**config.mk**
```make
export PLATFORM = sky130hd
export DESIGN_NAME = stream_mux_rr
export DESIGN_NICKNAME = d
export VERILOG_FILES = /design/src/rtl/stream_mux_rr.sv
export SDC_FILE = /design/constraint.sdc
export NUM_CORES = 1
export LEC_CHECK = 0
export ABC_AREA = 1
export CORE_ASPECT_RATIO = 2
export CORE_MARGIN = 4
export CORE_UTILIZATION = 39
export DETAILED_ROUTE_END_ITERATION = 10
export PLACE_DENSITY = 0.77
export SLEW_MARGIN = 20
export SYNTH_ARGS = -nofsm -noshare
export SYNTH_HDL_FRONTEND = slang
export SYNTH_SLANG_ARGS = --single-unit
```
**constraint.sdc**
```tcl
create_clock -name clk -period 2.18 [get_ports clk]
set_clock_uncertainty 0.05 [all_clocks]
set_input_delay 0.327 -clock clk [delete_from_list [all_inputs] [get_ports clk]]
set_output_delay 0.327 -clock clk [all_outputs]
set_load 0.02 [all_outputs]
```
**src/rtl/stream_mux_rr.sv**
```systemverilog
// N-input packet-aware stream mux: round-robin or fixed-priority arbitration,
// packet lock until the last beat, single registered output stage.
module stream_mux_rr #(
  parameter int unsigned N_INPUTS   = 4,
  parameter int unsigned DATA_WIDTH = 8,
  parameter int unsigned ARB_MODE   = 0,
  parameter int unsigned SEL_WIDTH  = $clog2(N_INPUTS)
) (
  input  logic                           clk,
  input  logic                           rst_n,
  input  logic [N_INPUTS*DATA_WIDTH-1:0] in_data,
  input  logic [N_INPUTS-1:0]            in_valid,
  input  logic [N_INPUTS-1:0]            in_last,
  output logic [N_INPUTS-1:0]            in_ready,
  output logic [DATA_WIDTH-1:0]          out_data,
  output logic                           out_valid,
  output logic                           out_last,
  output logic [SEL_WIDTH-1:0]           out_sel,
  input  logic                           out_ready
);

  localparam logic [0:0] StIdle   = 1'b0;
  localparam logic [0:0] StLocked = 1'b1;

  logic [0:0]            state_q, state_d;
  logic [SEL_WIDTH-1:0]  lock_q, lock_d;
  logic [SEL_WIDTH-1:0]  rr_ptr_q, rr_ptr_d;
  logic                  valid_q, valid_d;
  logic                  last_q, last_d;
  logic [DATA_WIDTH-1:0] data_q, data_d;
  logic [SEL_WIDTH-1:0]  sel_q, sel_d;

  logic                 slot_free;
  logic                 grant_valid;
  logic [SEL_WIDTH-1:0] grant;
  logic [SEL_WIDTH-1:0] cand;
  logic [SEL_WIDTH-1:0] acc_idx;
  logic                 accept;

  assign slot_free = !valid_q || out_ready;

  // Scan from the farthest candidate to the nearest so the nearest one wins.
  always_comb begin
    grant_valid = 1'b0;
    grant       = '0;
    cand        = '0;
    for (int k = int'(N_INPUTS); k >= 1; k--) begin
      if (ARB_MODE == 1) begin
        cand = SEL_WIDTH'(k - 1);
      end else begin
        cand = SEL_WIDTH'((32'(rr_ptr_q) + 32'(k)) % N_INPUTS);
      end
      if (in_valid[cand]) begin
        grant_valid = 1'b1;
        grant       = cand;
      end
    end
  end

  always_comb begin
    in_ready = '0;
    if (rst_n && slot_free) begin
      if (state_q == StLocked) begin
        in_ready[lock_q] = 1'b1;
      end else if (grant_valid) begin
        in_ready[grant] = 1'b1;
      end
    end
  end

  assign acc_idx = (state_q == StLocked) ? lock_q : grant;
  assign accept  = |(in_valid & in_ready);

  always_comb begin
    state_d  = state_q;
    lock_d   = lock_q;
    rr_ptr_d = rr_ptr_q;
    valid_d  = valid_q;
    last_d   = last_q;
    data_d   = data_q;
    sel_d    = sel_q;
    if (accept) begin
      valid_d = 1'b1;
      data_d  = in_data[32'(acc_idx)*DATA_WIDTH +: DATA_WIDTH];
      last_d  = in_last[acc_idx];
      sel_d   = acc_idx;
      if (in_last[acc_idx]) begin
        state_d  = StIdle;
        rr_ptr_d = acc_idx;
      end else begin
        state_d = StLocked;
        lock_d  = acc_idx;
      end
    end else if (out_ready) begin
      valid_d = 1'b0;
    end
  end

  // rr_ptr resets to the last index so channel 0 is the first winner.
  always_ff @(posedge clk or negedge rst_n) begin
    if (!rst_n) begin
      state_q  <= StIdle;
      lock_q   <= '0;
      rr_ptr_q <= SEL_WIDTH'(N_INPUTS - 1);
      valid_q  <= 1'b0;
      last_q   <= 1'b0;
      data_q   <= '0;
      sel_q    <= '0;
    end else begin
      state_q  <= state_d;
      lock_q   <= lock_d;
      rr_ptr_q <= rr_ptr_d;
      valid_q  <= valid_d;
      last_q   <= last_d;
      data_q   <= data_d;
      sel_q    <= sel_d;
    end
  end

  assign out_data  = data_q;
  assign out_valid = valid_q;
  assign out_last  = last_q;
  assign out_sel   = sel_q;

endmodule

```
==> impl_results.rst, run 1 <==
.. list-table::
   :header-rows: 1

   * - Metric
     - Value
   * - Routability cong.
     - between 0.8 and 0.9
   * - Worst Hold Class
     - input port to asynchronous set/reset pin
   * - Aggregate routed wire length
     - 4970 um
   * - Unrepaired setup endpoints after global routing
     - true
   * - List of most frequent post-synthesis cells
     - sky130_fd_sc_hd__nand2_1 (79), sky130_fd_sc_hd__nor2_1 (19), sky130_fd_sc_hd__o21ai_0 (18)
   * - Fin. Hold Viols
     - 0
   * - Worst path max stage delay
     - ~0.58 ns
   * - Maximum count of clock buffers along a single path
     - 2
   * - Clock insertion delay at the later pin of the skew report
     - ~0.25 ns
   * - Remaining Overflow, GRT
     - 0
   * - Clock root buffer
     - sky130_fd_sc_hd__clkbuf_8
   * - Worst Setup Slack, final
     - -0.280 ns
   * - Die outline width
     - ~50 um
   * - Estimated wirelength of the detail-placed design
     - ~3700 um
   * - Worst slew slack as a fraction of its limit
     - 0.680
   * - Iter 0 DRT Violations
     - 27
   * - Net Count, Synth
     - 255
   * - Initial antenna violation count
     - 0
   * - Min Hold Slack
     - approximately 0.38 ns
   * - Power density of the placed cells
     - approximately 1600 nW/um^2
   * - Fraction of final layout cells sized beyond drive strength 1
     - 0.294
   * - Outcome
     - finished, violations left
   * - # placed instances
     - 340
   * - Failing checks
     - setup timing
   * - Number of cells in the finished layout apart from fillers
     - approximately 350
   * - CTS Hold Bufs
     - 0
   * - PortBufs
     - a little under 60
   * - Effective utilization at floorplan
     - 0.408
   * - Final core area utilization
     - 0.721
   * - Setup Crit Path Kind
     - flop to output port
   * - Leading cell type by number of instances after synthesis
     - sky130_fd_sc_hd__nand2_1
   * - Via-per-instance ratio
     - ~5.1
   * - CTS tree
     - done
   * - Post-route clock period utilization
     - 1.13
   * - Average detailed-routed wire length per instance
     - about 14 um
   * - Leakage power
     - 1.19 nW
   * - Vias
     - around 1800
   * - Antenna diode count
     - 0
   * - Crit. End Element
     - output port
   * - Global-route usage over all layers
     - 0.214
   * - Std-Cell Rows
     - 30
   * - Fraction of post-synthesis cell area in the top cell type by area
     - 0.267
   * - Fraction of registers with async set/reset
     - 1.00
   * - IO Pins
     - slightly below 60
   * - Critical-path cell list
     - buf_12 > nand2_2 > nand2_2 > nand2_1 > nand2_1 > nand2_2 > a21boi_1 > nand4_1 > a21oi_2 > buf_4
   * - Fin Setup TNS
     - -4.22 ns
   * - Max rail drop VDD
     - between 1000 and 1500 uV
   * - F_max
     - 0.406 GHz
   * - Mean instance size in the synthesized netlist
     - 6.64 sq um
   * - CP max FO
     - 8
   * - Post-synthesis sequential area ratio
     - 0.304
   * - Number of warning messages in the yosys log
     - 0
   * - Worst path required time
     - between 1.5 and 2 ns
   * - Number of buffers created by CTS
     - 3
   * - Overall die height
     - between 90 and 100 um
   * - Pre-CTS setup slack
     - -0.637 ns
   * - Final Max Slew Viols
     - 0
   * - Net total in the final layout
     - around 350
   * - Most instantiated flip-flop cell in the synthesis netlist
     - sky130_fd_sc_hd__dfrtp_1
   * - Arr. time, crit path
     - ~2.1 ns
   * - Die area
     - between 4000 and 5000 sq um
   * - Fin area
     - between 2000 and 2500 sq um
   * - Post-synthesis cell type with the largest combined area
     - sky130_fd_sc_hd__dfrtp_1
   * - Cells after synthesis
     - ~210
   * - DRC violations left
     - 0
   * - Setup violations, final
     - 21
   * - Flip-flop and latch count after synthesis
     - 17
   * - Maximum number of pins on one net before global-route repair
     - 18
   * - Post-detailed-route count of antenna-violating nets
     - 0
   * - Post-place instance area
     - approximately 2200 sq um
   * - Most prevalent standard cell on the critical path
     - sky130_fd_sc_hd__nand2_2
   * - Area added between synthesis and finish
     - 76.8%
   * - Critical-path cell with the highest stage delay
     - sky130_fd_sc_hd__dfstp_2
   * - Wire length of the first global-routing pass
     - approximately 7600 um
   * - TritonRoute pass-1 iters
     - 5
   * - Startpoint types
     - flop
   * - H-tree level count
     - 1
   * - Post-synth cell types
     - 27
   * - Count of flip-flops with a built-in enable after synthesis
     - 0
   * - Cell area after synthesis
     - 1410 sq um
   * - Leading post-synthesis cells by cell area
     - sky130_fd_sc_hd__dfrtp_1 (27%), sky130_fd_sc_hd__nand2_1 (21%), sky130_fd_sc_hd__o21ai_0 (6.4%)
   * - Minimum clock period
     - ~2.5 ns
   * - Total chip power
     - between 4 and 5 mW
   * - Fillers
     - between 200 and 300
   * - Via count of the first global-routing pass
     - 1775
   * - Clock sinks
     - 17
   * - Clock Pin Slew Worst Setup and Hold Paths
     - ~0.070 ns
   * - Placeable core region
     - 3450 sq um
   * - Slew of the pin with the lowest slew margin
     - between 0.4 and 0.5 ns
   * - Max-cap violations
     - 0
-- final cells by class --
type | instances | area, sq um | share of cell area
Clock buffer | 4 | 45.0 | 0.0181
Sequential cell | 17 | 428 | 0.172
Multi-Input combinational cell | 173 | 1000 | 0.403
Timing Repair Buffer | 93 | 891 | 0.358
Tap cell | 48 | 60.1 | 0.0241
Inverter | 16 | 62.6 | 0.0251
-- worst paths after layout --
| kind | startpoint | end | cells after the start | slack [ns] |
|---|---|---|---|---|
| worst max-delay path | rr_ptr_q[0] | in_ready[0] | 10 | -0.28 |
| worst min-delay path | rst_n | out_valid | 2 | 0.38 |
| worst max register to register | rr_ptr_q[0] | lock_q[1] | 15 | -0.27 |
| worst min register to register | out_last | out_last | 2 | 0.44 |
| max in group asynchronous | rst_n | rr_ptr_q[0] | 2 | 1.44 |
| min in group clk | out_last | out_last | 2 | 0.44 |
-- power by group --
part	switching (mW)	internal (mW)	total (mW)
logic	1.77	1.47	3.24
clock network	0.109	0.130	0.238
registers	0.127	0.485	0.612
-- worst max-delay path, delay by kind of cell (launching register included) --
kind | cells | cell delay (ns)
buf+inv | 2 | 0.28
compound gates | 2 | 0.42
simple gates | 6 | 0.55
flops | 1 | 0.58
-- cells by family (layout without fill, tap and decap cells) --
| kind of cell | count (synthesis) | after routing | synth area share |
|---|---|---|---|
| and+or+nand+nor | 137 | 138 | 0.460 |
| buffers and inverters | 23 | 113 | 0.0862 |
| AOI/OAI and AO/OA | 35 | 35 | 0.150 |
| DFF | 17 | 17 | 0.304 |
-- placed cells by master, fill, tap and decap left out, drive strengths merged, types with 2 or more instances in the layout --
cell	instances
nand2	93
dfstp	2
buf	39
nand4	5
o21bai	2
nor2	21
inv	16
dfrtp	15
o21ai	23
clkbuf	4
clkdlybuf4s50	52
o22ai	8
nand3	18
-- layer usage --
metal	vias up	GRT usage	share of wire
li1	878	-	-
met1	789	0.176	0.31
met2	87	0.427	0.56
met3	23	0.0386	0.051
met4	0	0.146	0.074
met5	-	0	0
-- registers in the layout, summed over array words and instances, names as in the netlist --
name	flops
lock_q	2
out_data	8
state_q	1
out_last	1
out_valid	1
rr_ptr_q	2
out_sel	2
-- timing repair --
| action | 4_1_cts | 5_1_grt |
|---|---|---|
| setup buffers | 6 | 0 |
| resized for setup | 51 | 13 |
| endpoints found under the setup margin | 21 | 21 |
| gates cloned | 1 | 0 |
| pin swaps | 6 | 6 |
Note: power is estimated with default switching activity, not from simulation.
==> run 2: changes to the inputs <==
--- a/config.mk
+++ b/config.mk
@@ -10,6 +10,7 @@
 export CORE_MARGIN = 4
 export CORE_UTILIZATION = 39
 export DETAILED_ROUTE_END_ITERATION = 10
+export GPL_ROUTABILITY_DRIVEN = 1
 export PLACE_DENSITY = 0.77
 export SLEW_MARGIN = 20
 export SYNTH_ARGS = -nofsm -noshare
==> results of run 2 <==
Same layout as run 1: the final DEF is identical, and so are final timing and power.
